===== config.mk =====
export PLATFORM = sky130hd
export DESIGN_NAME = serial_adder_multbit_flat
export DESIGN_NICKNAME = d
export VERILOG_FILES = /design/src/rtl/serial_adder_multbit_if.sv /design/src/rtl/serial_adder_multbit.sv /design/src/flat_wrapper.sv
export SDC_FILE = /design/constraint.sdc
export NUM_CORES = 1
export LEC_CHECK = 0
export ABC_AREA = 1
export CAP_MARGIN = 20
export CORE_MARGIN = 3
export CORE_UTILIZATION = 28
export DETAILED_ROUTE_END_ITERATION = 10
export PLACE_DENSITY = 0.47
export SLEW_MARGIN = 10
export SYNTH_ARGS = -nofsm -noshare
export SYNTH_HDL_FRONTEND = slang
export SYNTH_SLANG_ARGS = --single-unit

===== constraint.sdc =====
create_clock -name clk -period 1.8 [get_ports clk]
set_input_delay 0.36 -clock clk [delete_from_list [all_inputs] [get_ports clk]]
set_output_delay 0.36 -clock clk [all_outputs]
set_load 0.005 [all_outputs]

===== src/rtl/serial_adder_multbit_if.sv =====
// Operand and result handshake bundle for the bit-serial adder.
// The master side produces operands and consumes results; the slave side is the adder.
interface serial_adder_multbit_if #(
    parameter int WIDTH = 4
);
    logic             in_valid;
    logic             in_ready;
    logic [WIDTH-1:0] a;
    logic [WIDTH-1:0] b;
    logic             cin;
    logic             out_valid;
    logic             out_ready;
    logic [WIDTH-1:0] sum;
    logic             cout;
    logic             ovf;

    modport master (
        output in_valid, a, b, cin, out_ready,
        input  in_ready, out_valid, sum, cout, ovf
    );

    modport slave (
        input  in_valid, a, b, cin, out_ready,
        output in_ready, out_valid, sum, cout, ovf
    );
endinterface


===== src/rtl/serial_adder_multbit.sv =====
// Bit-serial WIDTH-bit adder: one full-adder slice plus a carry flop, LSB first.
// Operands and result each pass through a valid/ready handshake.
module serial_adder_multbit #(
    parameter int WIDTH = 4
) (
    input  logic                  clk,
    input  logic                  rst_n,
    serial_adder_multbit_if.slave bus
);
    localparam int              CW   = (WIDTH > 1) ? $clog2(WIDTH) : 1;
    localparam logic [CW-1:0]   LAST = CW'(WIDTH - 1);

    typedef enum logic [1:0] {IDLE, SHIFT, DONE} state_t;

    state_t           state;
    logic [WIDTH-1:0] a_sr;
    logic [WIDTH-1:0] b_sr;
    logic [WIDTH-2:0] sum_sr;
    logic             carry;
    logic [CW-1:0]    cnt;
    logic             out_valid_q;
    logic [WIDTH-1:0] sum_q;
    logic             cout_q;
    logic             ovf_q;

    logic             bit_s;
    logic             carry_nxt;
    logic [WIDTH-1:0] sum_nxt;
    logic             accept;

    // NOTE: every always_comb output is assigned on every pass, so no latch can be inferred.
    always_comb begin
        bit_s     = a_sr[0] ^ b_sr[0] ^ carry;
        carry_nxt = (a_sr[0] & b_sr[0]) | (a_sr[0] & carry) | (b_sr[0] & carry);
        sum_nxt   = {bit_s, sum_sr};
    end

    // Accepting in DONE on the consuming edge gives back-to-back operation.
    assign bus.in_ready  = (state == IDLE) || ((state == DONE) && bus.out_ready);
    assign accept        = bus.in_valid && bus.in_ready;
    assign bus.out_valid = out_valid_q;
    assign bus.sum       = sum_q;
    assign bus.cout      = cout_q;
    assign bus.ovf       = ovf_q;

    // NOTE: sequential state uses non-blocking assignments so every flop samples pre-edge values.
    always_ff @(posedge clk or negedge rst_n) begin
        if (!rst_n) begin
            state       <= IDLE;
            a_sr        <= '0;
            b_sr        <= '0;
            sum_sr      <= '0;
            carry       <= 1'b0;
            cnt         <= '0;
            out_valid_q <= 1'b0;
            sum_q       <= '0;
            cout_q      <= 1'b0;
            ovf_q       <= 1'b0;
        end else if (accept) begin
            a_sr        <= bus.a;
            b_sr        <= bus.b;
            carry       <= bus.cin;
            cnt         <= '0;
            sum_sr      <= '0;
            out_valid_q <= 1'b0;
            state       <= SHIFT;
        end else begin
            case (state)
                SHIFT: begin
                    a_sr   <= a_sr >> 1;
                    b_sr   <= b_sr >> 1;
                    carry  <= carry_nxt;
                    sum_sr <= sum_nxt[WIDTH-1:1];
                    if (cnt == LAST) begin
                        // carry here is the carry into the MSB slice
                        cnt         <= '0;
                        sum_q       <= sum_nxt;
                        cout_q      <= carry_nxt;
                        ovf_q       <= carry ^ carry_nxt;
                        out_valid_q <= 1'b1;
                        state       <= DONE;
                    end else begin
                        cnt <= cnt + CW'(1);
                    end
                end
                DONE: begin
                    if (bus.out_ready) begin
                        out_valid_q <= 1'b0;
                        state       <= IDLE;
                    end
                end
                default: state <= IDLE;
            endcase
        end
    end
endmodule


===== src/flat_wrapper.sv =====
// flat-port wrapper written by rule: the top's interface ports become plain ports
module serial_adder_multbit_flat 
#(
    parameter int WIDTH = 4
)
  (clk, rst_n, bus_in_valid, bus_a, bus_b, bus_cin, bus_out_ready, bus_in_ready, bus_out_valid, bus_sum, bus_cout, bus_ovf);
  serial_adder_multbit_if #(.WIDTH(WIDTH)) bus_i ();
  input  logic clk;
  input  logic rst_n;
  input wire logic [$bits(bus_i.in_valid)-1:0] bus_in_valid;
  input wire logic [$bits(bus_i.a)-1:0] bus_a;
  input wire logic [$bits(bus_i.b)-1:0] bus_b;
  input wire logic [$bits(bus_i.cin)-1:0] bus_cin;
  input wire logic [$bits(bus_i.out_ready)-1:0] bus_out_ready;
  output wire logic [$bits(bus_i.in_ready)-1:0] bus_in_ready;
  output wire logic [$bits(bus_i.out_valid)-1:0] bus_out_valid;
  output wire logic [$bits(bus_i.sum)-1:0] bus_sum;
  output wire logic [$bits(bus_i.cout)-1:0] bus_cout;
  output wire logic [$bits(bus_i.ovf)-1:0] bus_ovf;
  assign bus_i.in_valid = bus_in_valid;
  assign bus_i.a = bus_a;
  assign bus_i.b = bus_b;
  assign bus_i.cin = bus_cin;
  assign bus_i.out_ready = bus_out_ready;
  assign bus_in_ready = bus_i.in_ready;
  assign bus_out_valid = bus_i.out_valid;
  assign bus_sum = bus_i.sum;
  assign bus_cout = bus_i.cout;
  assign bus_ovf = bus_i.ovf;
  serial_adder_multbit #(.WIDTH(WIDTH)) u_core (.clk(clk), .rst_n(rst_n), .bus(bus_i));
endmodule

# After elaboration in Yosys (flattened, before gate mapping)
# Cells that the tools add are included.
[classes] add_sub_neg=1 n_eq_ne=5 muxes=19 bitwise=9 reduce_logical=9
[ops] op="$mux 4" n=4
[ops] op="$mux 2" n=6
[ops] op="$mux 3" n=2
[ops] op="$reduce_and 3->1" n=2
[ops] op="$mux 1" n=5
[ops] op="$eq 2x2->1 const B" n=2
[ops] op="$pmux 2 s2" n=1
[ops] op="$and 1x1->1" n=3
[ops] op="$ne 3x1->1 const B" n=1
[ops] op="$ne 3x2->1 const B" n=1
[ops] op="$reduce_bool 3->1" n=1
[ops] op="$xor 1x1->1" n=3
[ops] op="$add 2x1->2 const B" n=1
[ops] op="$eq 2x1->1 const B" n=1
[ops] op="$logic_and 1x1->1" n=2
[ops] op="$logic_not 2->1" n=1
[ops] op="$or 1x1->1" n=2
[ops] op="$pmux 1 s2" n=1
[ops] op="$reduce_and 2->1" n=1
[ops] op="$reduce_bool 2->1" n=1
[ops] op="$logic_or 1x1->1" n=1
[ops] op="$not 1->1" n=1
[totals] register_bits=23 input_bits=13 output_inout_bits=8 wordCells=53

# Depth between registers and ports, before layout
[logic_depth] word_depth=6 mapped_depth=9 depth_no_buf=8

# Least setup slack after synthesis
# Ideal clock, no wire load.
[synth_path] path_type="register to register" startpoint="register u_core.carry" endpoint="register u_core.carry" setup_time_ps=65 arrival_ps=1299 t_required_ps=1735 slack_ps=436 path_stages_with_launch=7 synth_period_minus_slack_ps=1364 cell_sequence="dfrtp_1 > inv_1 > fa_1 > or2_2 > nand2_1 > nand2_1 > nand2_1"
[synth_between] elab_chain_len=5 elab_cells_between_ends=6 cone_classes="mux (2); bitwise (4)"
[synth_lines] element="start: declaration" line_no="serial_adder_multbit.sv:19" text="logic carry;"
[synth_lines] element="start signal: assignment" line_no="serial_adder_multbit.sv:62" text="carry <= bus.cin;"
[synth_lines] element="start signal: assignment" line_no="serial_adder_multbit.sv:72" text="carry <= carry_nxt;"
[synth_lines] element="$and 1x1->1" line_no="serial_adder_multbit.sv:34" text="carry_nxt = (a_sr[0] & b_sr[0]) | (a_sr[0] & carry) | (b_sr[0] & carry);"
[synth_lines] element="$or 1x1->1" line_no="serial_adder_multbit.sv:34"
[synth_lines] element="$or 1x1->1 (*)" line_no="serial_adder_multbit.sv:34"
[synth_lines] element="$mux 1 (*)" line_no="serial_adder_multbit.sv:68" text="case (state)"
[synth_lines] element="$mux 1 (*)" line_no="serial_adder_multbit.sv:59" text="end else if (accept) begin"
# Mark *: on every way between the ends. The rest lies on a longest branch, timed or not. The select of a mux whose other input is x is not followed.
# A chain may end at the register's enable or synchronous reset.

# Final worst setup path
[layout_path] startpoint="register u_core.state[1]" endpoint="output bus_in_ready"
[layout_between] elab_chain_len=3 elab_cells_between_ends=4 cone_classes="eq/ne (1); reduce/logical (3)"
[layout_lines] element="start: declaration" line_no="serial_adder_multbit.sv:15" text="state_t state;"
[layout_lines] element="start signal: assignment" line_no="serial_adder_multbit.sv:49" text="state <= IDLE;"
[layout_lines] element="start signal: assignment" line_no="serial_adder_multbit.sv:66" text="state <= SHIFT;"
[layout_lines] element="start signal: assignment" line_no="serial_adder_multbit.sv:81" text="state <= DONE;"
[layout_lines] element="$eq 2x2->1" line_no="serial_adder_multbit.sv:39" text="assign bus.in_ready = (state == IDLE) || ((state == DONE) && bus.out_ready);"
[layout_lines] element="$logic_and 1x1->1" line_no="serial_adder_multbit.sv:39"
[layout_lines] element="$logic_or 1x1->1 (*)" line_no="serial_adder_multbit.sv:39"
[layout_lines] element="end: declaration" line_no="flat_wrapper.sv:15" text="output wire logic [$bits(bus_i.in_ready)-1:0] bus_in_ready;"
# Mark *: on every way between the ends. The rest lies on a longest branch, timed or not.

==> impl_metrics.yaml <==
clock_network:
  clockBufferDepth: 2
  clk_root_buffer_cell: "clkbuf_8"
  cts_hold_buf: 0
  h-tree-depth: 1
  clock_latency_ps: 260
  clock_sinks: 23
  clk_pin_slew_ps: 80
  cts_tree: "done"
  cts_buffers: 3
detailed_routing:
  drt_first_pass_iters: 4
  wl_um: 2300
  drcViolationCount: 0
  drt_iter0_drc: 32
  drt-met1-wl_um: 1160
  vias_per_cell: 4.29
  top_layer_used: "met4"
  postRouteAntennaNets: 0
  vias: 969
  met2_length_um: 970
  routedWlPerCell_um: 10.2
  met3_length_um: 147
setup_path:
  crit_chain: "inv_2 -> ha_1 -> inv_1 -> nand2_4 -> dlygate4sd2_1"
  r2r_cells: 8
  cp-end-kind: "output pin"
  cp_slowest_cell: "dfrtp_1"
  arrival_ps: 1300
  cp_data_required_time_ps: 1440
  worstSetupStartpointType: "register"
  cpPeakStageDelay_ps: 410
  path_max_fanout: 3
  critPathKind: "register to output pin"
  rrSetupSlack_ps: 250
pwr:
  vdd_ir_drop_max_mv: 0.558
  leakagePower_nw: 0.814
  p_switching_mw: 0.907
  pwr_density_cell_nw_per_um2: 1500
  clock_power_share_pct: 14.2
  comb_power_share_pct: 48.9
  internal-power_mw: 1.41
  switching_share_pct: 39.2
  power.share.sequential_pct: 37.0
grt:
  grt_pass1_wl_um: 4230
  antenna_found_initial: 0
  grt_usage_pct: 10.2
  grt_pass1_vias: 970
  grt_overflow_total: 0
  grt_start_max_net_pins: 27
sta:
  tns_ps: 0
  fmax_mhz: 602
  slew_headroom_pct: 79.3
  final_max_slew_viol_count: 0
  period_needed_ps: 1660
  finalSetupViolations: 0
  finalWorstSetupSlack_ps: 140
  hold_viol: 0
  tightestPinTransition_ps: 311
  period_share_pct: 92.2
  fin_worst_skew_ps: 3.06
  rsz0062_at_grt: "no"
synth:
  synth_cells: 149
  synth.ff_latch_count: 23
  syn_avg_cell_area_um2: 8.13
  synth_nets: 168
  synth_seq_area_share_pct: 47.5
  ys_types: 18
  yosysWarnings: 0
  synth_area_um2: 1210
finish:
  syn2layout_area_growth_pct: 27.5
  final_common_cell: "nand2_1"
  layout-drive-gt1-share_pct: 10.8
  stdcell_area_um2: 1540
  n_antenna_cell: 0
  final_cell_mix: "nand2_1, dfrtp_1, clkdlybuf4s50_1"
  layout.nets: 196
place:
  place_hpwl_um: 1610
  post-place-ws_ps: -28.1
  gp_congestion: 0.750
  dpl_cell_area_um2: 1480
  io_buffers: 20
floorplan:
  io_pins: 21
  die_w_um: 71.8
  die_h_um: 71.8
  fp-row-count: 23
  core-area_um2: 4090
  die_area_um2: 5150
  start_util_pct: 29.6
run_status:
  status: "completed"
flow_run:
  cap_violations: 0
worst_hold_path:
  hold_path_class: "input port to asynchronous set/reset pin"
[state kept, by name (all words and copies together), names as in the netlist]
register              cells
u_core.a_sr               4
u_core.sum_sr             3
u_core.bus.ovf            1
u_core.state              2
u_core.cnt                2
u_core.bus.cout           1
u_core.b_sr               4
u_core.bus.out_valid      1
u_core.bus.sum            4
u_core.carry              1
[critical path, delay by kind of cell, from the launching register on]
family	cells	cell delay, ps
buffers and inverters	3	400
adder cells (fa/ha/maj)	1	170
flip-flops	1	410
AND/OR/NAND/NOR	1	50
[power groups by stage]
stage | clock network [mW] | logic (mW) | registers, mW
6_report | 0.328 | 1.13 | 0.855
5_1_grt | 0.366 | 1.33 | 0.883
4_1_cts | 0.341 | 1.15 | 0.858
3_5_place_dp | 0 | 1.11 | 0.868
3_3_place_gp | 0 | 1.10 | 0.858
2_1_floorplan | 0 | 0.772 | 0.847
[per-layer routing]
metal / up-vias / global-route usage [%]
met5: - / 0
met4: 0 / 1.88
met3: 4 / 4.07
met2: 21 / 16.5
met1: 433 / 13.0
li1: 511 / -
[area by class of cell]
type                    count  area (um2)
fillers                   423        2540
flip-flops and latches     23         576
multi-input cells         101         523
repair buffers             29         267
inverters                  19        71.3
well taps                  50        62.6
clock buffers               4        45.0
[final timing paths]
kind / from / endpoint
max: u_core.state[1] / bus_in_ready
min: rst_n / u_core.bus.sum[0]
max reg2reg: u_core.state[1] / u_core.carry
min reg2reg: u_core.bus.sum[2] / u_core.bus.sum[2]
max in group asynchronous: rst_n / u_core.bus.sum[3]
min in group clk: u_core.bus.sum[2] / u_core.bus.sum[2]
[per-stage QoR]
stage	cells	hold WS (ps)	total power [mW]	util, %
detailed placement	219	474	1.98	36.1
global route	226	459	2.58	37.8
global placement	219	456	1.96	36.1
finish	226	444	2.31	37.8
floorplan	149	64.4	1.62	-
CTS	226	452	2.35	37.8
[cell families (layout without fill, tap and decap cells)]
logic type	count (synthesis)	count (layout)	synth area share, %
flops	23	23	47.5
compound gates	10	10	4.13
xor+xnor	1	1	0.723
fa+ha+maj	6	6	6.82
buf+inv	25	52	9.50
simple gates	84	84	31.3
[synth_stat cells, drive strengths merged]
library cell	instances	area [um2]
nand2	62	250
ha	5	62.6
xor2	1	8.76
o21ai	10	50.1
buf	4	26.3
clkbuf	2	17.5
nand4	1	6.26
nand3b	7	52.6
inv	19	71.3
dfrtp	23	576
nor2	1	3.75
or2	1	6.26
nand3	12	60.1
fa	1	20.0
[what timing repair did]
action | 4_1_cts | 5_1_grt
endpoints found under the setup margin | 1 | 0
resized for setup | 4 | 0
setup buffers | 3 | 0
(Power assumes the default switching activity.)
==> variant 1, RTL diff (same flow settings) <==
The 3 states of `state_t` get a one-hot encoding in 3 bits.
--- a/src/rtl/serial_adder_multbit.sv
+++ b/src/rtl/serial_adder_multbit.sv
@@ -12,3 +12,3 @@
 
-    typedef enum logic [1:0] {IDLE, SHIFT, DONE} state_t;
+    typedef enum logic [2:0] {IDLE = 3'b001, SHIFT = 3'b010, DONE = 3'b100} state_t;
 
Check against the original RTL: no difference found for any inputs over 10 cycles, from zero or initial values and one cycle with rst_n low; not proved beyond that.
==> variant 1 against the unedited design <==
- sequential cell count grew 1
- synthesized area is 7.7% lower
- critical path depth shrank 1
- critical path type unchanged
- power fell by 13%
- setup slack got worse by 0.0087 ns
- wire length is 5.0% lower
- final area down 7.1%
- critical endpoint unchanged
==> variant 1: results (changes against the unedited design) <==
----------------------------------------------------
[Drt]
  Starting DRT DRC Count ... 30 (-6.3%)
  DRT Pass-1 Iters ... 4 (unchanged)
  Post-detailed-route via-to-cell ratio ... 4.44 (+3.6%)
  Via Count ... 862 (-11%)
  Average routed wire per standard cell ... 11.2 um (+11%)

[Clocking]
  Reg clk slew, reported paths ... 0.08 ns (about the same)
  CTS Buffer Depth ... 2 (unchanged)
  Number of CTS-inserted buffers ... 3 (unchanged)
  Count of buffers added by post-CTS timing repair for setup ... 0 (-3)
  Clock insertion delay at the later pin of the skew report ... 0.26 ns (about the same)
  Post-CTS resize count ... 2 (-2)
  Cell chosen for the clock root ... clkbuf_8
  H-tree depth reported by CTS ... 1 (unchanged)

[Layout]
  Fraction of final layout cells sized beyond drive strength 1 ... 0.185 (+0.0770)
  Fill cell instance count of the final layout ... 408 (-3.5%)
  Number of diodes added for antenna fixing ... 0 (unchanged)
  Nets ... 162 (-17%)

[Synth]
  Most area-consuming cells after synthesis ... dfrtp_1 52%, nand2_1 12%, nand3_1 8.5%
  Number of nets produced by synthesis ... 135 (-20%)
  Synth cell types ... 20 (+2)
  Synthesis Warnings ... 0 (unchanged)
  Async set-or-reset flop fraction in the synthesized netlist ... 1.00 (unchanged)
  Register area share after synthesis ... 0.539 (+0.0634)
  Most common cell in the netlist ... nand2_1
  Post-synth top cells ... 35 x nand2_1, 23 x dfrtp_1, 19 x nand3_1
  Per-instance average area after synthesis ... 9.31 um^2 (+15%)

[Placed design]
  Post-detail-place hpwl ... 1600 um (-0.34%)
  Routability congestion estimate from global placement ... 0.721 (-3.9%)
  Port-buffer cells ... 20 (unchanged)
  Post-Place Cell Area ... 0.00139 mm^2 (-5.9%)

[STA]
  Final-layout setup total negative slack ... 0 ns (unchanged)
  Post-Route Hold Slack ... 0.370 ns (-0.0745 ns)
  Max Clock Skew ... 0.00491 ns (+0.00185 ns)
  Max-slew headroom at the worst pin ... 0.671 (-0.122)

[Pwr]
  Switching Fraction ... 0.366 (-0.0263)
  Peak ir drop on the vdd network ... 0.477 mV (-14%)
  Leakage power ... 0.700 nW (-14%)

[GRT]
  Initial antenna violation count ... 0 (unchanged)
  Vias in the first global route ... 816 (-16%)
  Total global routing track utilization ... 0.0975 (-0.00472)
  Largest net degree at the start of global routing ... 16 (-41%)
  Sum of overflow across all layers after global routing ... 0 (unchanged)
  First-pass GRT wire length ... 3770 um (-11%)

[Status]
  Result of the run ... finished clean

[Worst setup path]
  R2r setup slk ... 0.34 ns (+0.09 ns)
  Worst Path Max Fanout ... 4 (+1)
  CP peak stage delay ... 0.59 ns (+0.18 ns)
  CP max stage cell ... dfstp_2
  Top delay family on crit path ... flip-flops
  Critical path arrival ... 1.31 ns

[Worst hold path]
  Type of the worst min-delay path ... in -> async

----------------------------------------------------
-- variant 1: cell count changes after synthesis, moves of 2 or more --
| cell | change |
|---|---|
| o21ai_0 | -10 |
| ha_1 | -4 |
| nand2_2 | +4 |
| buf_2 | -2 |
| nand3b_1 | -6 |
| o22ai_1 | +3 |
| nor2_1 | +2 |
| nand2_1 | -24 |
| nand3_1 | +7 |
| o21ai_2 | +6 |
| inv_2 | +2 |
| inv_1 | -8 |
-- variant 1: area by class of cell --
type | count | area, um^2 | share of cell area
Clock buffer | 4 | 45.0 | 0.0314
Inverter | 13 | 48.8 | 0.0340
Multi-Input combinational cell | 80 | 442 | 0.308
Sequential cell | 24 | 602 | 0.420
Tap cell | 48 | 60.1 | 0.0419
Timing Repair Buffer | 25 | 236 | 0.165
-- variant 1: worst paths after layout --
path                                       from              endpoint  depth (start not counted)
min                                       rst_n  u_core.bus.out_valid                          1
min in group clk           u_core.bus.out_valid  u_core.bus.out_valid                          2
max in group asynchronous                 rst_n        u_core.b_sr[3]                          2
max                             u_core.state[0]          bus_in_ready                          4
max reg2reg                     u_core.state[0]        u_core.a_sr[1]                          8
min reg2reg                u_core.bus.out_valid  u_core.bus.out_valid                          2
-- variant 1: cells by family after synthesis --
| group | after synthesis | share of synthesized area |
|---|---|---|
| buffers and inverters | 16 | 0.0683 |
| AOI/OAI and AO/OA | 10 | 0.0683 |
| and+or+nand+nor | 67 | 0.288 |
| DFF | 24 | 0.539 |
| adders and majority gates | 2 | 0.0291 |
| xor gates and xnor gates | 1 | 0.00784 |
-- variant 1: layer usage --
metal | wire length (um) | global-route usage | vias to the layer above
li1 | - | - | 432
met1 | 1090 | 0.129 | 408
met2 | 959 | 0.148 | 20
met3 | 113 | 0.0333 | 2
met4 | 17 | 0.0325 | 0
met5 | 0 | 0 | -
-- variant 1: worst reg2reg max path: cells and delay by family (launching register included) --
| family | cells | cell delay, ns |
|---|---|---|
| and+or+nand+nor | 6 | 0.51 |
| buffers and inverters | 2 | 0.25 |
| DFF | 1 | 0.59 |
-- variant 1: power groups by stage --
stage	sequential (mW)	combinational, mW	clock (mW)
2_1_floorplan	0.849	0.569	0
3_3_place_gp	0.858	0.836	0
3_5_place_dp	0.864	0.855	0
4_1_cts	0.858	0.853	0.345
5_1_grt	0.882	0.952	0.366
6_report	0.857	0.833	0.323
-- variant 1: metrics by stage --
stage          setup WS [ns]  utilization
2_1_floorplan          0.477            -
3_3_place_gp         -0.0453        0.371
3_5_place_dp         -0.0652        0.371
4_1_cts                0.104        0.383
5_1_grt               0.0770        0.383
6_report               0.131        0.383
==> variant 2, RTL diff (same settings) <==
Without the edit above. `WIDTH` is set to 4 in 3 places; all go to 2.
--- a/src/rtl/serial_adder_multbit_if.sv
+++ b/src/rtl/serial_adder_multbit_if.sv
@@ -3,3 +3,3 @@
 interface serial_adder_multbit_if #(
-    parameter int WIDTH = 4
+    parameter int WIDTH = 2
 );
--- a/src/rtl/serial_adder_multbit.sv
+++ b/src/rtl/serial_adder_multbit.sv
@@ -3,3 +3,3 @@
 module serial_adder_multbit #(
-    parameter int WIDTH = 4
+    parameter int WIDTH = 2
 ) (
--- a/src/flat_wrapper.sv
+++ b/src/flat_wrapper.sv
@@ -3,3 +3,3 @@
 #(
-    parameter int WIDTH = 4
+    parameter int WIDTH = 2
 )
Ports: changed (resized bus_a, bus_b and bus_sum); port bits go from 21 to 15. The function was not compared with the original's and may differ.
==> variant 2 against the unedited design <==
- count of clock-buffer cells in the layout fell by 1
- synthesized cell count fell by 44%
- register-to-register slack improved by 0.11 ns
- via count fell by 41%
- setup slack improved by 0.0066 ns
- wire length fell by 44%
- largest power group unchanged
- final cell count fell by 41%
- hold slack got worse by 0.046 ns
- final area fell by 37%
- critical path depth did not move
- sequential cell count fell by 9
- synthesized area fell by 39%
- critical path type unchanged
- power fell by 34%
==> variant 2: results (changes against the unedited design) <==
----------------------------------------------------
[Status]
  Result of the run ... finished clean

[GRT]
  Largest net degree at the start of global routing ... 15 (-44%)
  Vias in the first global route ... 564 (-42%)
  First-pass GRT wire length ... 2330 um (-45%)

[Synth]
  Register area share after synthesis ... 0.471 (-0.00383)
  Most area-consuming cells after synthesis ... dfrtp_1 47%, nand2_1 13%, ha_1 6.7%
  Post-synth top cells ... 25 x nand2_1, 14 x dfrtp_1, 12 x inv_1

[Pwr]
  Leakage power ... 0.479 nW (-41%)
  Part of the total power dissipated in sequential elements ... 0.344 (-0.026)
  Switching Fraction ... 0.396 (+0.00358)
  Peak ir drop on the vdd network ... 0.667 mV (+20%)
  Comb group ... 0.837 mW (-26%)

[Layout]
  Fraction of final layout cells sized beyond drive strength 1 ... 0.183 (+0.0747)

[Worst setup path]
  CP peak stage delay ... 0.38 ns (-0.03 ns)
  Endpoint of the lowest-slack register-to-register path ... u_core.bus.sum[0]
  Cell count of the worst reg-to-reg path ... 4 (-4)
  R2r setup slk ... 0.36 ns (+0.11 ns)
  Worst reg2reg startpoint ... u_core.state[0]

[Drt]
  Starting DRT DRC Count ... 7 (-78%)
  DRT Pass-1 Iters ... 2 (-2)
  Detailed Route WL ... 1290 um (-44%)

[STA]
  Transition at the pin with the smallest max-transition slack ... 0.226 ns (-0.0845 ns)
  Post-Route Hold Slack ... 0.398 ns (-0.0460 ns)

[Placed design]
  Port-buffer cells ... 14 (-30%)
  Post-detail-place hpwl ... 1010 um (-37%)

[Clocking]
  Cell chosen for the clock root ... clkbuf_4

[Floorplanning]
  Die width ... 57.5 um (-20%)

----------------------------------------------------
variant 2: changes by cell type in the layout (fill, tap and decap cells not counted), sizes merged, moves of 3 or more:
cell           unedited run  this run
inv                      19        14
buf                       9         4
nand3                    12         5
dfrtp                    23        14
clkdlybuf4s50            19        13
o211ai                    0         3
nand2                    62        31
nand3b                    7         0
o21ai                    10         5
variant 2: through the flow:
| step | cells | util | setup WS [ns] | instance area (um^2) |
|---|---|---|---|---|
| 2_1_floorplan | 83 | - | 0.539 | 743 |
| 3_3_place_gp | 129 | 0.374 | -0.0257 | 936 |
| 3_5_place_dp | 129 | 0.374 | -0.0308 | 936 |
| 4_1_cts | 134 | 0.390 | 0.124 | 975 |
| 5_1_grt | 134 | 0.390 | 0.0481 | 975 |
| 6_report | 134 | 0.390 | 0.146 | 975 |
variant 2: cells by family after synthesis:
family | count (synthesis) | share of synthesized area
simple gates | 39 | 0.261
buf+inv | 14 | 0.0707
flops | 14 | 0.471
compound gates | 9 | 0.0758
fa+ha+maj | 5 | 0.0943
xor+xnor | 1 | 0.0118
mux | 1 | 0.0152
variant 2: cell type report:
class	instances	area (um^2)
inverters	14	52.6
fillers	273	1530
clock buffers	3	22.5
flip-flops and latches	14	350
well taps	30	37.5
multi-input cells	55	343
repair buffers	18	169
variant 2: worst register-to-register path, stage by stage, from the launching register on:
cell and delay, ns:
dfrtp_1 0.40, buf_4 0.15, ha_1 0.22, nand2_1 0.20, mux2_2 0.36
variant 2: repair_timing:
item / CTS / global route
gates resized for setup: 3 / 0
endpoints found under the setup margin: 1 / 0
buffers inserted: 2 / 0
variant 2: routing by layer:
layer	up-vias	wire length [um]	part of all wire	global-route usage
li1	300	-	-	-
met1	254	648	0.50	0.114
met2	12	556	0.43	0.144
met3	2	68	0.053	0.0475
met4	0	14	0.011	0.0199
met5	-	0	0	0
